File: src/rtl/streebog_msg_sequencer_pkg.sv
// Shared definitions for the Streebog message sequencer: FSM encoding,
// datapath widths and the last-word masking helper.
package streebog_msg_sequencer_pkg;

    localparam int BLOCK_W = 512;
    localparam int WORD_W  = 32;
    localparam int LEN_W   = 10;
    localparam int CNT_W   = 4;
    localparam int NB_W    = 5;

    typedef enum logic [2:0] {
        S_IDLE,
        S_INIT,
        S_WAIT,
        S_FILL,
        S_UPDATE,
        S_FINAL,
        S_WAIT_DIG,
        S_DONE
    } state_t;

    // Keeps the top 'bits' bits of the final word; 0 means the whole word is valid.
    function automatic logic [WORD_W-1:0] last_word_mask(input logic [NB_W-1:0] bits);
        if (bits == '0)
            return '1;
        else
            return ~({WORD_W{1'b1}} >> bits);
    endfunction

endpackage

File: src/rtl/streebog_msg_sequencer.sv
// Packs 32-bit message words into 512-bit blocks and sequences the
// init/update/final commands of a Streebog hash core.
module streebog_msg_sequencer
    import streebog_msg_sequencer_pkg::*;
#(
    parameter int READY_GUARD = 1
) (
    input  logic                clk,
    input  logic                rst,
    input  logic                start,
    input  logic                short_mode,
    input  logic                in_valid,
    output logic                in_ready,
    input  logic [WORD_W-1:0]   in_data,
    input  logic                in_last,
    input  logic [NB_W-1:0]     in_last_bits,
    output logic [BLOCK_W-1:0]  core_block,
    output logic [LEN_W-1:0]    core_block_length,
    output logic                core_init,
    output logic                core_update,
    output logic                core_final,
    output logic                core_short_mode,
    input  logic                core_ready,
    input  logic                core_digest_valid,
    output logic                busy,
    output logic                done
);

    localparam int GW = (READY_GUARD < 1) ? 1 : $clog2(READY_GUARD + 1);

    state_t             state;
    logic [CNT_W-1:0]   word_cnt;
    logic [GW-1:0]      guard;
    logic               final_pending;
    logic               blk_clr;

    logic               accept;
    logic [WORD_W-1:0]  word_masked;
    logic [LEN_W-1:0]   res_bits;
    logic [BLOCK_W-1:0] block_next;

    always_comb begin
        accept      = in_valid && in_ready;
        word_masked = in_last ? (in_data & last_word_mask(in_last_bits)) : in_data;
        res_bits    = {1'b0, word_cnt, 5'b0}
                    + ((in_last_bits == '0) ? 10'd32 : {5'b0, in_last_bits});
        // Block is cleared lazily so the previous block stays on core_block
        // until the first word of the next one arrives.
        block_next  = blk_clr ? '0 : core_block;
        // Slot n occupies bits [511-32n -: 32], i.e. msb index {~n, 5'b11111}.
        block_next[{~word_cnt, 5'b11111} -: WORD_W] = word_masked;
    end

    always_ff @(posedge clk) begin
        if (rst) begin
            state             <= S_IDLE;
            word_cnt          <= '0;
            guard             <= '0;
            final_pending     <= 1'b0;
            blk_clr           <= 1'b0;
            in_ready          <= 1'b0;
            core_block        <= '0;
            core_block_length <= '0;
            core_init         <= 1'b0;
            core_update       <= 1'b0;
            core_final        <= 1'b0;
            core_short_mode   <= 1'b0;
            busy              <= 1'b0;
            done              <= 1'b0;
        end else begin
            core_init   <= 1'b0;
            core_update <= 1'b0;
            core_final  <= 1'b0;
            done        <= 1'b0;
            case (state)
                S_IDLE: if (start) begin
                    core_short_mode   <= short_mode;
                    core_block        <= '0;
                    core_block_length <= '0;
                    word_cnt          <= '0;
                    blk_clr           <= 1'b0;
                    final_pending     <= 1'b0;
                    busy              <= 1'b1;
                    state             <= S_INIT;
                end
                S_INIT: if (core_ready) begin
                    core_init <= 1'b1;
                    guard     <= GW'(READY_GUARD);
                    state     <= S_WAIT;
                end
                S_WAIT: begin
                    if (guard != '0) begin
                        guard <= guard - 1'b1;
                    end else if (core_ready) begin
                        if (final_pending) begin
                            core_block        <= '0;
                            core_block_length <= '0;
                            final_pending     <= 1'b0;
                            state             <= S_FINAL;
                        end else begin
                            in_ready <= 1'b1;
                            state    <= S_FILL;
                        end
                    end
                end
                S_FILL: if (accept) begin
                    core_block <= block_next;
                    blk_clr    <= 1'b0;
                    word_cnt   <= word_cnt + 1'b1;
                    if (in_last && res_bits != 10'd512) begin
                        core_block_length <= res_bits;
                        in_ready          <= 1'b0;
                        state             <= S_FINAL;
                    end else if (word_cnt == 4'd15) begin
                        // A last word that exactly fills the block still needs an empty final.
                        final_pending <= in_last;
                        in_ready      <= 1'b0;
                        state         <= S_UPDATE;
                    end
                end
                S_UPDATE: if (core_ready) begin
                    core_update <= 1'b1;
                    word_cnt    <= '0;
                    blk_clr     <= 1'b1;
                    guard       <= GW'(READY_GUARD);
                    state       <= S_WAIT;
                end
                S_FINAL: if (core_ready) begin
                    core_final <= 1'b1;
                    guard      <= GW'(READY_GUARD);
                    state      <= S_WAIT_DIG;
                end
                S_WAIT_DIG: begin
                    if (guard != '0) begin
                        guard <= guard - 1'b1;
                    end else if (core_digest_valid) begin
                        done  <= 1'b1;
                        state <= S_DONE;
                    end
                end
                S_DONE: begin
                    busy  <= 1'b0;
                    state <= S_IDLE;
                end
                default: state <= S_IDLE;
            endcase
        end
    end

endmodule

File: config.mk
export PLATFORM = sky130hd
export DESIGN_NAME = streebog_msg_sequencer
export DESIGN_NICKNAME = d
export VERILOG_FILES = /design/src/rtl/streebog_msg_sequencer_pkg.sv /design/src/rtl/streebog_msg_sequencer.sv
export SDC_FILE = /design/constraint.sdc
export NUM_CORES = 1
export LEC_CHECK = 0
export ABC_CLOCK_PERIOD_IN_PS = 4100
export BUFFER_PORTS_ARGS = -buffer_cell sky130_fd_sc_hd__buf_2
export CORE_AREA = 3 3 225 227
export CTS_CLUSTER_SIZE = 25
export DETAILED_ROUTE_END_ITERATION = 7
export DIE_AREA = 0 0 228 230
export SLEW_MARGIN = 10
export SYNTH_ARGS = -nofsm -noshare
export SYNTH_HDL_FRONTEND = slang
export SYNTH_SLANG_ARGS = --single-unit
export TNS_END_PERCENT = 100
File: constraint.sdc
create_clock -name clk -period 4.1 [get_ports clk]
set_clock_uncertainty 0.15 [all_clocks]
set_input_delay 0.82 -clock clk [delete_from_list [all_inputs] [get_ports clk]]
set_output_delay 0.82 -clock clk [all_outputs]
set_load 0.005 [all_outputs]
* Word-level counts from Yosys, hierarchy flattened
Index checks and enable logic that the tools add are counted.
Widths: inputs -> output; s select.
** Word-level totals
- Register bits :: 539
- Bits of input ports :: 45
- Output and inout port bits :: 529
** Cells by class
- Equality and inequality tests :: 25
- Muxes and demuxes :: 57
- Shifts and indexed selects :: 3
- Bitwise operators :: 7
- Reduce and logical (&&, ||, !) cells :: 25
- Add/sub/neg operators :: 4
** Operators with widths (count)
- $mux 512 :: 6
- $pmux 512 s3 :: 1
- $shift 32x11->543 const A :: 1
- $shiftx 32x11->543 :: 1
- $bwmux 512 :: 1
- $mux 32 :: 2
- $mux 10 :: 6
- $mux 3 :: 11
- $and 32x32->32 :: 1
- $not 32->32 :: 1
- $shr 32x5->32 const A :: 1
- $pmux 10 s3 :: 1
- $ne 2x2->1 const B :: 13
- $pmux 3 s7 :: 1
- $mux 1 :: 18
- $reduce_and 7->1 :: 2
- $eq 3x3->1 const B :: 4
- $mux 4 :: 3
- $pmux 4 s3 :: 1
- $reduce_and 6->1 :: 2
- $neg 9->11 :: 1
- $add 9x6->10 :: 1
- $ne 10x10->1 const B :: 1
- $reduce_or 2->1 :: 5
- 21 further kinds :: 36

* Logic depth before layout (Yosys ltp)
Gate-level depths: netlist (run 1).
- Depth in word-level cells :: 9
- Depth in mapped cells :: 11
- Gate-level depth less buffers :: 9

* Worst setup path before layout (run 1)
OpenSTA, ideal clock, no wires.
- Path type :: in2reg
- From :: input in_last_bits[0]
- To :: register state[1]
- Setup time :: 0.086 ns
- Data required time :: 3.864 ns
- Arrival time :: 3.400 ns
- Setup slack :: 0.464 ns
- Stages :: 10
- Path through :: buf_6 > or4_4 > nor2_1 > ha_1 > ha_1 > or4bb_1 > o41ai_4 > nand2_1 > o211a_2 > a221oi_2
** Between the ends
- Cells in the longest elaborated chain, start to end :: 8
- Elaborated cells on any way between the ends :: 10
- Classes of those cells :: add/sub (1); eq/ne (2); mux (4); reduce/logical (3)
** Ends and longest elaborated chain
- start: declaration :: RTL line streebog_msg_sequencer.sv:16 : input logic [NB_W-1:0] in_last_bits,
- $logic_not 5->1 :: RTL line streebog_msg_sequencer.sv:46 : + ((in_last_bits == '0) ? 10'd32 : {5'b0, in_last_bits});
- $mux 6 (*) :: RTL line streebog_msg_sequencer.sv:46
- $add 9x6->10 (*) :: RTL line streebog_msg_sequencer.sv:46
- $ne 10x10->1 (*) :: RTL line streebog_msg_sequencer.sv:110 : if (in_last && res_bits != 10'd512) begin
- $logic_and 1x1->1 (*) :: RTL line streebog_msg_sequencer.sv:110
- $mux 3 :: RTL line streebog_msg_sequencer.sv:110
- $mux 3 :: RTL line streebog_msg_sequencer.sv:106 : S_FILL: if (accept) begin
- $pmux 3 s7 :: RTL line streebog_msg_sequencer.sv:75 : case (state)
- end signal: assignment :: RTL line streebog_msg_sequencer.sv:84 : state <= S_INIT;
- end signal: assignment :: RTL line streebog_msg_sequencer.sv:113 : state <= S_FINAL;
- end signal: assignment :: RTL line streebog_msg_sequencer.sv:118 : state <= S_UPDATE;
- end: declaration :: RTL line streebog_msg_sequencer.sv:31 : state_t state;
Every way passes the cells marked *; elsewhere a longest branch is shown, timed or not. The select of a mux whose other input is x is not followed.
A chain may end at the register's enable or synchronous reset.

* Worst setup path in the final report (run 1)
- From :: input in_last_bits[0]
- To :: register core_block_length[0]
** Between the ends
- Cells in the longest elaborated chain, start to end :: 7
- Elaborated cells on any way between the ends :: 10
- Classes of those cells :: add/sub (1); eq/ne (2); mux (4); reduce/logical (3)
** Ends and longest elaborated chain
- $logic_not 5->1 :: RTL line streebog_msg_sequencer.sv:46
- $mux 6 (*) :: RTL line streebog_msg_sequencer.sv:46
- $add 9x6->10 (*) :: RTL line streebog_msg_sequencer.sv:46
- $ne 10x10->1 :: RTL line streebog_msg_sequencer.sv:110
- $logic_and 1x1->1 :: RTL line streebog_msg_sequencer.sv:110
- $ne 2x2->1 (no source line)
- $reduce_and 7->1 (no source line)
- end signal: assignment :: RTL line streebog_msg_sequencer.sv:111 : core_block_length <= res_bits;
- end: declaration :: RTL line streebog_msg_sequencer.sv:18 : output logic [LEN_W-1:0] core_block_length,
Marked as above.

==> impl_metrics.toml, run 1 <==
[global_route]
grt-ovfl-total = 0
track_usage_pct = 28.2
grt_max_degree = 33
grt_pass1_wl_mm = 111
grt_pass1_vias = 15700
antenna_found_initial = 12

[place]
pre_cts_ws_ns = 0.104
dpl.cell_count = 2797
hpwl_mm = 56.4
globalplace.congestion = 0.914
io_buffers = 573

[synthesis]
synth-edff-count = 0
ys_async_sr_fraction_pct = 0
synthFlopType = "dfxtp_1"
avgSynthCellArea_um2 = 11.2
netlist.area_leader.share_pct = 59.1
yosysWarningCount = 0
yosysTopAreaCell = "dfxtp_1"
synth_cells = 1632
synth-seq-area-share_pct = 59.1
synth_cell_types = 62
syn_nets = 1685
ys_top_cells_by_area = "dfxtp_1 (59%), a22o_1 (14%), o2bb2ai_1 (8.7%)"
ys_ff_latch = 539
syn_area_mm2 = 0.0183

[timing]
tns_ns = 0
final-hold-violation-count = 0
max_freq_mhz = 293
slew_violations = 0
rsz0062_at_grt = "no"
post-route-min-period_ns = 3.41
finalSetupViolations = 0
finalWorstSetupSlack_ns = 0.688
slew_headroom_pct = 24.2
post-route-period-util_pct = 83.2
tightest_slew_ns = 1.13
holdWs_ns = 0.309

[setup_path]
r2r-start = "state[0]"
required_ns = 4.49
cp-startpoint = "in_last_bits[0]"
crit_fanout = 10
startpoint_type = "primary input"
end_kind = "register"
worst-setup-path-type = "in -> reg"
critPathArrivalTime_ns = 3.80

[layout]
final_cell_mix = "buf_2 (573), dfxtp_1 (539), a22o_1 (296)"
finalNonFillerCells = 2897
syn_to_final_growth_pct = 30.2
fin_nets = 2243
drive_above_1_share_pct = 34.3
final_common_cell = "buf_2"

[outcome]
status = "complete, no violations"

[detailed_routing]
viasPerCell = 5.64
wl_per_cell_um = 26.9
drc_errors = 0
drt-initial-drc-count = 1257
vias = 16300
first_pass_iters = 5
wl_mm = 77.9
ant_nets = 0

[hold_path]
min_path_type = "reg -> reg"
min_from = "core_block[331]"

[power]
vdd_ir_drop_max_mv = 0.286
power_density_mw_per_mm2 = 499
leakage_uw = 0.0107

[floorplan]
die_h_um = 230
ios = 574
core_area_mm2 = 0.0488
die_w_um = 228
start_util_pct = 37.4
dieArea_mm2 = 0.0524
row_count = 81

[clocking]
htreeDepth = 2
cts_hold_buf = 0
post_cts_resized = 0
clock-root-buffer = "clkbuf_16"
insertion_delay_ns = 0.60
numCtsBuffers = 55
clk_path_buf_depth = 3
cts_tree = "yes"
postCtsSetupBuffers = 0
clk_pin_slew_ns = 0.06
clock-sinks = 539

[run]
cap_violations = 0
kinds of logic after synthesis:
kind of cell	count (synthesis)	share of synthesized area [%]
simple gates	332	8.49
fa+ha+maj	8	0.548
xor+xnor	4	0.192
mux	6	0.336
buf+inv	139	3.19
compound gates	604	28.2
flops	539	59.1
where the power goes:
| part | total [µW] | internal [µW] | switching (µW) |
|---|---|---|---|
| combinational | 1520 | 333 | 1190 |
| clock | 5030 | 2920 | 2110 |
| sequential | 5310 | 5260 | 55.4 |
| total | 11900 | 8510 | 3350 |
sequential cells by signal, indices dropped and copies added (netlist names), 3 cells and up:
name / count
word_cnt: 4
core_block: 512
state: 3
core_block_length: 10
layout make-up:
type	count	area [µm²]
antenna	3	7.51
clock buffer	76	1540
clock inverter	21	253
fill	4613	25100
inverter	10	37.5
multi-input combinational	954	7010
sequential	539	10800
tap	664	831
timing repair buffer	630	3320
layer usage:
layer  wire length (µm)  up-vias  global-route usage, %
met5                108        -                      0
met4               2920       16                   10.3
met3               6820      145                   8.16
met2              35500      771                   44.5
met1              32500     8094                   36.8
li1                   -     7322                      -
synth_stat cells (5+ instances only):
cell	count
nand2b_1	5
o21ai_0	20
a21oi_1	27
buf_2	37
ha_1	8
nand3_1	28
a22oi_1	9
buf_1	6
nor3_1	31
a2bb2o_1	7
o21a_1	11
and2_1	10
o2bb2ai_1	181
or3_1	12
mux2i_1	5
a22o_1	296
and3_1	7
nor2b_1	6
or2_2	7
a32o_1	28
nor2_1	141
nand2_1	65
dfxtp_1	539
clkbuf_1	83
inv_1	10
worst max-delay path, stage by stage:
cell and delay (ns):
buf_2 0.11, or4_4 0.60, nor2_1 0.16, ha_1 0.21, ha_1 0.25, or4bb_1 0.57
o41ai_4 0.40, a211o_1 0.40, a22oi_1 0.14, nor2_1 0.13
stage by stage:
| step | power [µW] | area [µm²] | util (%) |
|---|---|---|---|
| 2_1_floorplan | 6320 | 18300 | - |
| 3_3_place_gp | 6920 | 22000 | 45.0 |
| 3_5_place_dp | 6930 | 22000 | 45.0 |
| 4_1_cts | 11900 | 23800 | 48.7 |
| 5_1_grt | 12200 | 23800 | 48.7 |
| 6_report | 11900 | 23800 | 48.7 |
path summary, 6_finish.rpt:
check	to	slack, ns	cells past startpoint
worst max-delay path	core_block_length[0]	0.69	10
worst min-delay path	core_block[331]	0.31	1
worst max register to register	core_block[276]	0.86	6
worst min register to register	core_block[331]	0.31	1
Power figures use the tool's default switching activity.
==> inputs of run 2 (changes only) <==
--- a/config.mk
+++ b/config.mk
@@ -5,12 +5,15 @@
 export SDC_FILE = /design/constraint.sdc
 export NUM_CORES = 1
 export LEC_CHECK = 0
-export ABC_CLOCK_PERIOD_IN_PS = 4100
+export ABC_AREA = 1
+export ABC_CLOCK_PERIOD_IN_PS = 2900
 export BUFFER_PORTS_ARGS = -buffer_cell sky130_fd_sc_hd__buf_2
-export CORE_AREA = 3 3 225 227
+export CORE_ASPECT_RATIO = 0.7
+export CORE_MARGIN = 3
+export CORE_UTILIZATION = 45
 export CTS_CLUSTER_SIZE = 25
 export DETAILED_ROUTE_END_ITERATION = 7
-export DIE_AREA = 0 0 228 230
+export PLACE_DENSITY = 0.73
 export SLEW_MARGIN = 10
 export SYNTH_ARGS = -nofsm -noshare
 export SYNTH_HDL_FRONTEND = slang
==> constraint.sdc (replaced) <==
create_clock -name clk -period 2.9 [get_ports clk]
set_clock_uncertainty 0.15 [all_clocks]
set_input_delay 0.58 -clock clk [delete_from_list [all_inputs] [get_ports clk]]
set_output_delay 0.58 -clock clk [all_outputs]
set_load 0.005 [all_outputs]
==> impl_metrics.toml, run 2 <==
[layout]
regMostFlops = "core_block"
reg_top3 = "core_block (512), core_block_length (10), word_cnt (4)"
final_cell_mix = "nand2_1 (1153), buf_2 (572), dfxtp_1 (537)"
drive_above_1_share_pct = 23.2
seqCellArea_mm2 = 0.0108
largest_reg_flops = 512
final_common_cell = "nand2_1"
nFillCells = 4311
multiInputGateArea_mm2 = 0.00875
fin_nets = 3416
syn_to_final_growth_pct = 27.1

[outcome]
status = "complete, no violations"

[synthesis]
synth_cell_types = 33
yosysWarningCount = 0
synth_cells = 2836
synthFlopType = "dfxtp_1"
synth-seq-area-share_pct = 52.0
ys_top_cells_by_area = "dfxtp_1 (52%), nand2_1 (21%), a21oi_1 (12%)"
yosysTopAreaCell = "dfxtp_1"
netlist.area_leader.share_pct = 52.0
syn_nets = 2889
syn_area_mm2 = 0.0208
ys_async_sr_fraction_pct = 0
ys_ff_latch = 539
yosys-top-cells-count = "nand2_1 (1153), dfxtp_1 (539), a21oi_1 (518), nor2_1 (173), clkbuf_1 (82)"
synth-edff-count = 0
synth.most_common_cell = "nand2_1"
avgSynthCellArea_um2 = 7.32

[clocking]
postCtsSetupBuffers = 0
htreeDepth = 2
cts_tree = "yes"
clock-sinks = 539
clk_path_buf_depth = 3
clk_pin_slew_ns = 0.07
numCtsBuffers = 51
clock-root-buffer = "clkbuf_16"
cts_hold_buf = 0
post_cts_resized = 0
insertion_delay_ns = 0.57

[setup_path]
rr_endpoint = "core_block[18]"
max_stage_delay_ns = 0.64
reg2reg_depth = 8
worst-setup-path-type = "reg -> reg"
startpoint_type = "register"
cp_num_buf_inv = 0
required_ns = 3.25
crit_top_cell = "nand2_1"
r2r_setup_slack_ns = 0.32
end_kind = "register"
critPathSlowestCell = "nor2_4"
r2r-start = "state[2]"
worstPathCellList = "nor2_2 -> nand2_1 -> nand2_1 -> nor2_1 -> nand2_1 -> nor2_4 -> nand2_1 -> a21oi_1"
critPathArrivalTime_ns = 2.94
cp.depth = 8
crit_fanout = 32
crit_family = "simple AND/OR/NAND/NOR gates"

[timing]
finalSetupViolations = 0
holdWs_ns = 0.154
slew_violations = 0
post-route-min-period_ns = 2.58
post-route-period-util_pct = 89.1
tightest_slew_ns = 0.851
rsz0062_at_grt = "no"
max_freq_mhz = 387
slew_headroom_pct = 42.8
final-hold-violation-count = 0
tns_ns = 0

[global_route]
grt_max_degree = 111
grt_pass1_vias = 19200
grt_pass1_wl_mm = 122
grt-ovfl-total = 0
antenna_found_initial = 20
track_usage_pct = 32.2

[floorplan]
core_area_mm2 = 0.0453
die_h_um = 186
dieArea_mm2 = 0.0488
row_count = 65
start_util_pct = 45.8
ios = 574
die_w_um = 263

[hold_path]
min_path_type = "in -> reg"
min_from = "core_digest_valid"
hold_end = "done"
min_path_cells = 3

[place]
hpwl_mm = 59.1
io_buffers = 573
globalplace.congestion = 0.982

[power]
power_density_mw_per_mm2 = 810
clkPwrFrac_pct = 34.6
leakage_uw = 0.0111
vdd_ir_drop_max_mv = 0.594
switchingPower_uw = 7860
swShare_pct = 36.8
power_frac_seq_pct = 36.0
p_comb_share_pct = 29.4
internal-power_uw = 13500

[run]
cap_violations = 0

[detailed_routing]
drc_errors = 0
viasPerCell = 5.32
wl_per_cell_um = 20.7
vias = 21400
first_pass_iters = 6
wl_mm = 83.2
drt-initial-drc-count = 2630
ant_nets = 0
## run 2: changes by cell type in the layout (fill, tap and decap cells not counted), moves of 28 or more
cell / change
o2bb2ai_1: -181
nand2_1: +1088
a32o_1: -28
a21oi_1: +491
nand3_1: +37
nor2_1: +54
buf_12: +28
a22o_1: -296
inv_1: +37
## run 2: per-layer routing
metal / track usage [%] / share of wire (%) / vias up
met4: 14.6 / 4.6 / 6
met5: 0 / 0.043 / -
met3: 8.01 / 9.7 / 184
met1: 44.2 / 42 / 10000
met2: 48.1 / 43 / 1034
li1: - / - / 10200
## run 2: worst max-delay path by stage
stage | startpoint | end
floorplan | in_last_bits[2] | core_block_length[0]
finish | state[2] | core_block[18]
detailed placement | in_last_bits[2] | core_block_length[6]
global route | state[2] | core_block[0]
global placement | in_last_bits[2] | core_block_length[2]
CTS | state[2] | core_block[18]
## run 2: cells by family after synthesis
logic type | Yosys count | synth area share, %
DFF | 539 | 52.0
xor gates and xnor gates | 1 | 0.0422
and+or+nand+nor | 1485 | 28.2
AOI/OAI and AO/OA | 546 | 13.4
buffers and inverters | 257 | 5.92
adders and majority gates | 8 | 0.482
## run 2: power groups by stage
stage	logic (µW)	clock network, µW	registers (µW)
2_1_floorplan	3870	0	7740
3_3_place_gp	6170	0	7860
3_5_place_dp	6160	0	7860
4_1_cts	6180	7440	7690
5_1_grt	6650	7750	7710
6_report	6280	7390	7700
## run 2: area by class of cell
| type | instances | share of cell area, % |
|---|---|---|
| inverters | 64 | 0.910 |
| multi-input cells | 2040 | 33.2 |
| clock buffers | 72 | 5.64 |
| diodes | 17 | 0.161 |
| flip-flops and latches | 539 | 40.9 |
| repair buffers | 667 | 15.0 |
| clock inverters | 23 | 1.37 |
| well taps | 603 | 2.86 |
## run 2: per-stage QoR
step / total power, µW / worst slack (ns) / cell area, µm² / util (%) / cells
after floorplan: 11600 / 0.309 / 20800 / - / 2836
after global placement: 14000 / 0.160 / 24500 / 54.1 / 3913
after detailed placement: 14000 / 0.111 / 24500 / 54.1 / 3913
after CTS: 21300 / 0.344 / 26400 / 58.2 / 4008
after global routing: 22100 / 0.134 / 26400 / 58.2 / 4022
final: 21400 / 0.316 / 26400 / 58.3 / 4025
## run 2: tightest hold or removal path: stages
cell and delay, ns:
buf_2 0.10, inv_1 0.07, nor4_1 0.07
==> inputs of run 3 (changes only) <==
--- a/config.mk
+++ b/config.mk
@@ -14,6 +14,7 @@
 export CTS_CLUSTER_SIZE = 25
 export DETAILED_ROUTE_END_ITERATION = 7
 export PLACE_DENSITY = 0.73
+export RECOVER_POWER = 100
 export SLEW_MARGIN = 10
 export SYNTH_ARGS = -nofsm -noshare
 export SYNTH_HDL_FRONTEND = slang
==> impl_metrics.toml, run 3 (synthesis gave the netlist of run 2 again) <==
[outcome]
status = "finished, violations left"
failed_checks = "capacitance limit, slew limit"

[detailed_routing]
wl_per_cell_um = 20.7
vias = 21500
drc_errors = 0
ant_nets = 0
drt-initial-drc-count = 2683
wl_mm = 83.2
viasPerCell = 5.34
first_pass_iters = 7

[layout]
fin_nets = 3416
final_cell_mix = "nand2_1 (1157), dfxtp_1 (537), a21oi_1 (518)"
design_area_mm2 = 0.0256
largest_reg_flops = 512
final_common_cell = "nand2_1"
reg_top3 = "core_block (512), core_block_length (10), word_cnt (4)"
regMostFlops = "core_block"
final_core_util_pct = 56.6
syn_to_final_growth_pct = 23.5
drive_above_1_share_pct = 11.0

[run]
cap_violations = 1

[floorplan]
dieArea_mm2 = 0.0488
ios = 574
die_h_um = 186
die_w_um = 263
row_count = 65
core_area_mm2 = 0.0453
start_util_pct = 45.8

[hold_path]
min_path_type = "in -> reg"

[timing]
finalSetupViolations = 0
slew_headroom_pct = -25.4
post-route-period-util_pct = 92.5
tns_ns = 0
max_freq_mhz = 373
final-hold-violation-count = 0
tightest_slew_ns = 1.88
rsz0062_at_grt = "no"
post-route-min-period_ns = 2.68
slew_violations = 77

[power]
vdd_ir_drop_max_mv = 0.515
power_density_mw_per_mm2 = 814
leakage_uw = 0.00919

[setup_path]
required_ns = 3.24
startpoint_type = "register"
worst-setup-path-type = "reg -> reg"
critPathArrivalTime_ns = 3.02
end_kind = "register"
crit_fanout = 33

[clocking]
cts_hold_buf = 0
htreeDepth = 2
insertion_delay_ns = 0.58
cts_tree = "yes"
post_cts_resized = 0
clk_pin_slew_ns = 0.07
clock-root-buffer = "clkbuf_16"
clk_path_buf_depth = 3
clock-sinks = 539
postCtsSetupBuffers = 0
numCtsBuffers = 51

[global_route]
grt_max_degree = 111
track_usage_pct = 32.2
antenna_found_initial = 20
grt_pass1_vias = 19200
grt-ovfl-total = 0
grt_pass1_wl_mm = 122

[place]
io_buffers = 573
globalplace.congestion = 0.982
hpwl_mm = 59.1
place_area_mm2 = 0.0245
==> run 3: changes by cell type in the layout (fill, tap and decap cells not counted), sizes merged <==
cell	previous run	this run
buf	667	250
clkbuf	72	489
clkinv	9	13
inv	66	62
==> run 3: area by class of cell <==
| class | instances | area, µm² |
|---|---|---|
| Antenna cell | 17 | 42.5 |
| Inverter | 64 | 240 |
| Clock buffer | 72 | 1490 |
| Sequential cell | 539 | 10800 |
| Multi-Input combinational cell | 2040 | 8730 |
| Tap cell | 603 | 754 |
| Clock inverter | 23 | 363 |
| Fill cell | 4590 | 19700 |
| Timing Repair Buffer | 667 | 3230 |
==> run 3: metal layers <==
layer | GRT usage, % | part of all wire, % | vias to the layer above
met4 | 14.6 | 4.7 | 6
met3 | 8.01 | 9.4 | 200
met2 | 48.1 | 43 | 1024
li1 | - | - | 10200
met5 | 0 | 0.041 | -
met1 | 44.2 | 43 | 10100
==> run 3: through the flow <==
step	total power (µW)	hold WS [ns]	worst slack, ns	instances
2_1_floorplan	11600	0.272	0.309	2836
3_3_place_gp	14000	0.297	0.160	3913
3_5_place_dp	14000	0.300	0.111	3913
4_1_cts	21300	0.134	0.344	4008
5_1_grt	21600	0.146	0.0719	4022
6_report	20900	0.155	0.218	4025
==> run 3: where the power goes <==
part           internal [µW]  switching, µW  leakage (µW)
sequential              7500            201       0.00434
combinational           1200           4570       0.00395
clock                   4390           3000      0.000902
==> run 3: worst paths after layout <==
path / start / endpoint / slack [ns] / cells past startpoint
max: state[2] / core_block[237] / 0.22 / 10
min reg2reg: core_block[274] / core_block[274] / 0.31 / 2
min: core_digest_valid / done / 0.15 / 3
max reg2reg: state[2] / core_block[237] / 0.22 / 10
==> run 3: worst max-delay path, stage by stage (launching register included) <==
cell and delay [ns]:
dfxtp_1 0.56, nor2_2 0.16, nand2_1 0.13, nand3_1 0.08
nor2_1 0.21, buf_12 0.23, nand2_1 0.12, inv_1 0.47
buf_12 0.24, nand2_1 0.07, a21oi_1 0.15
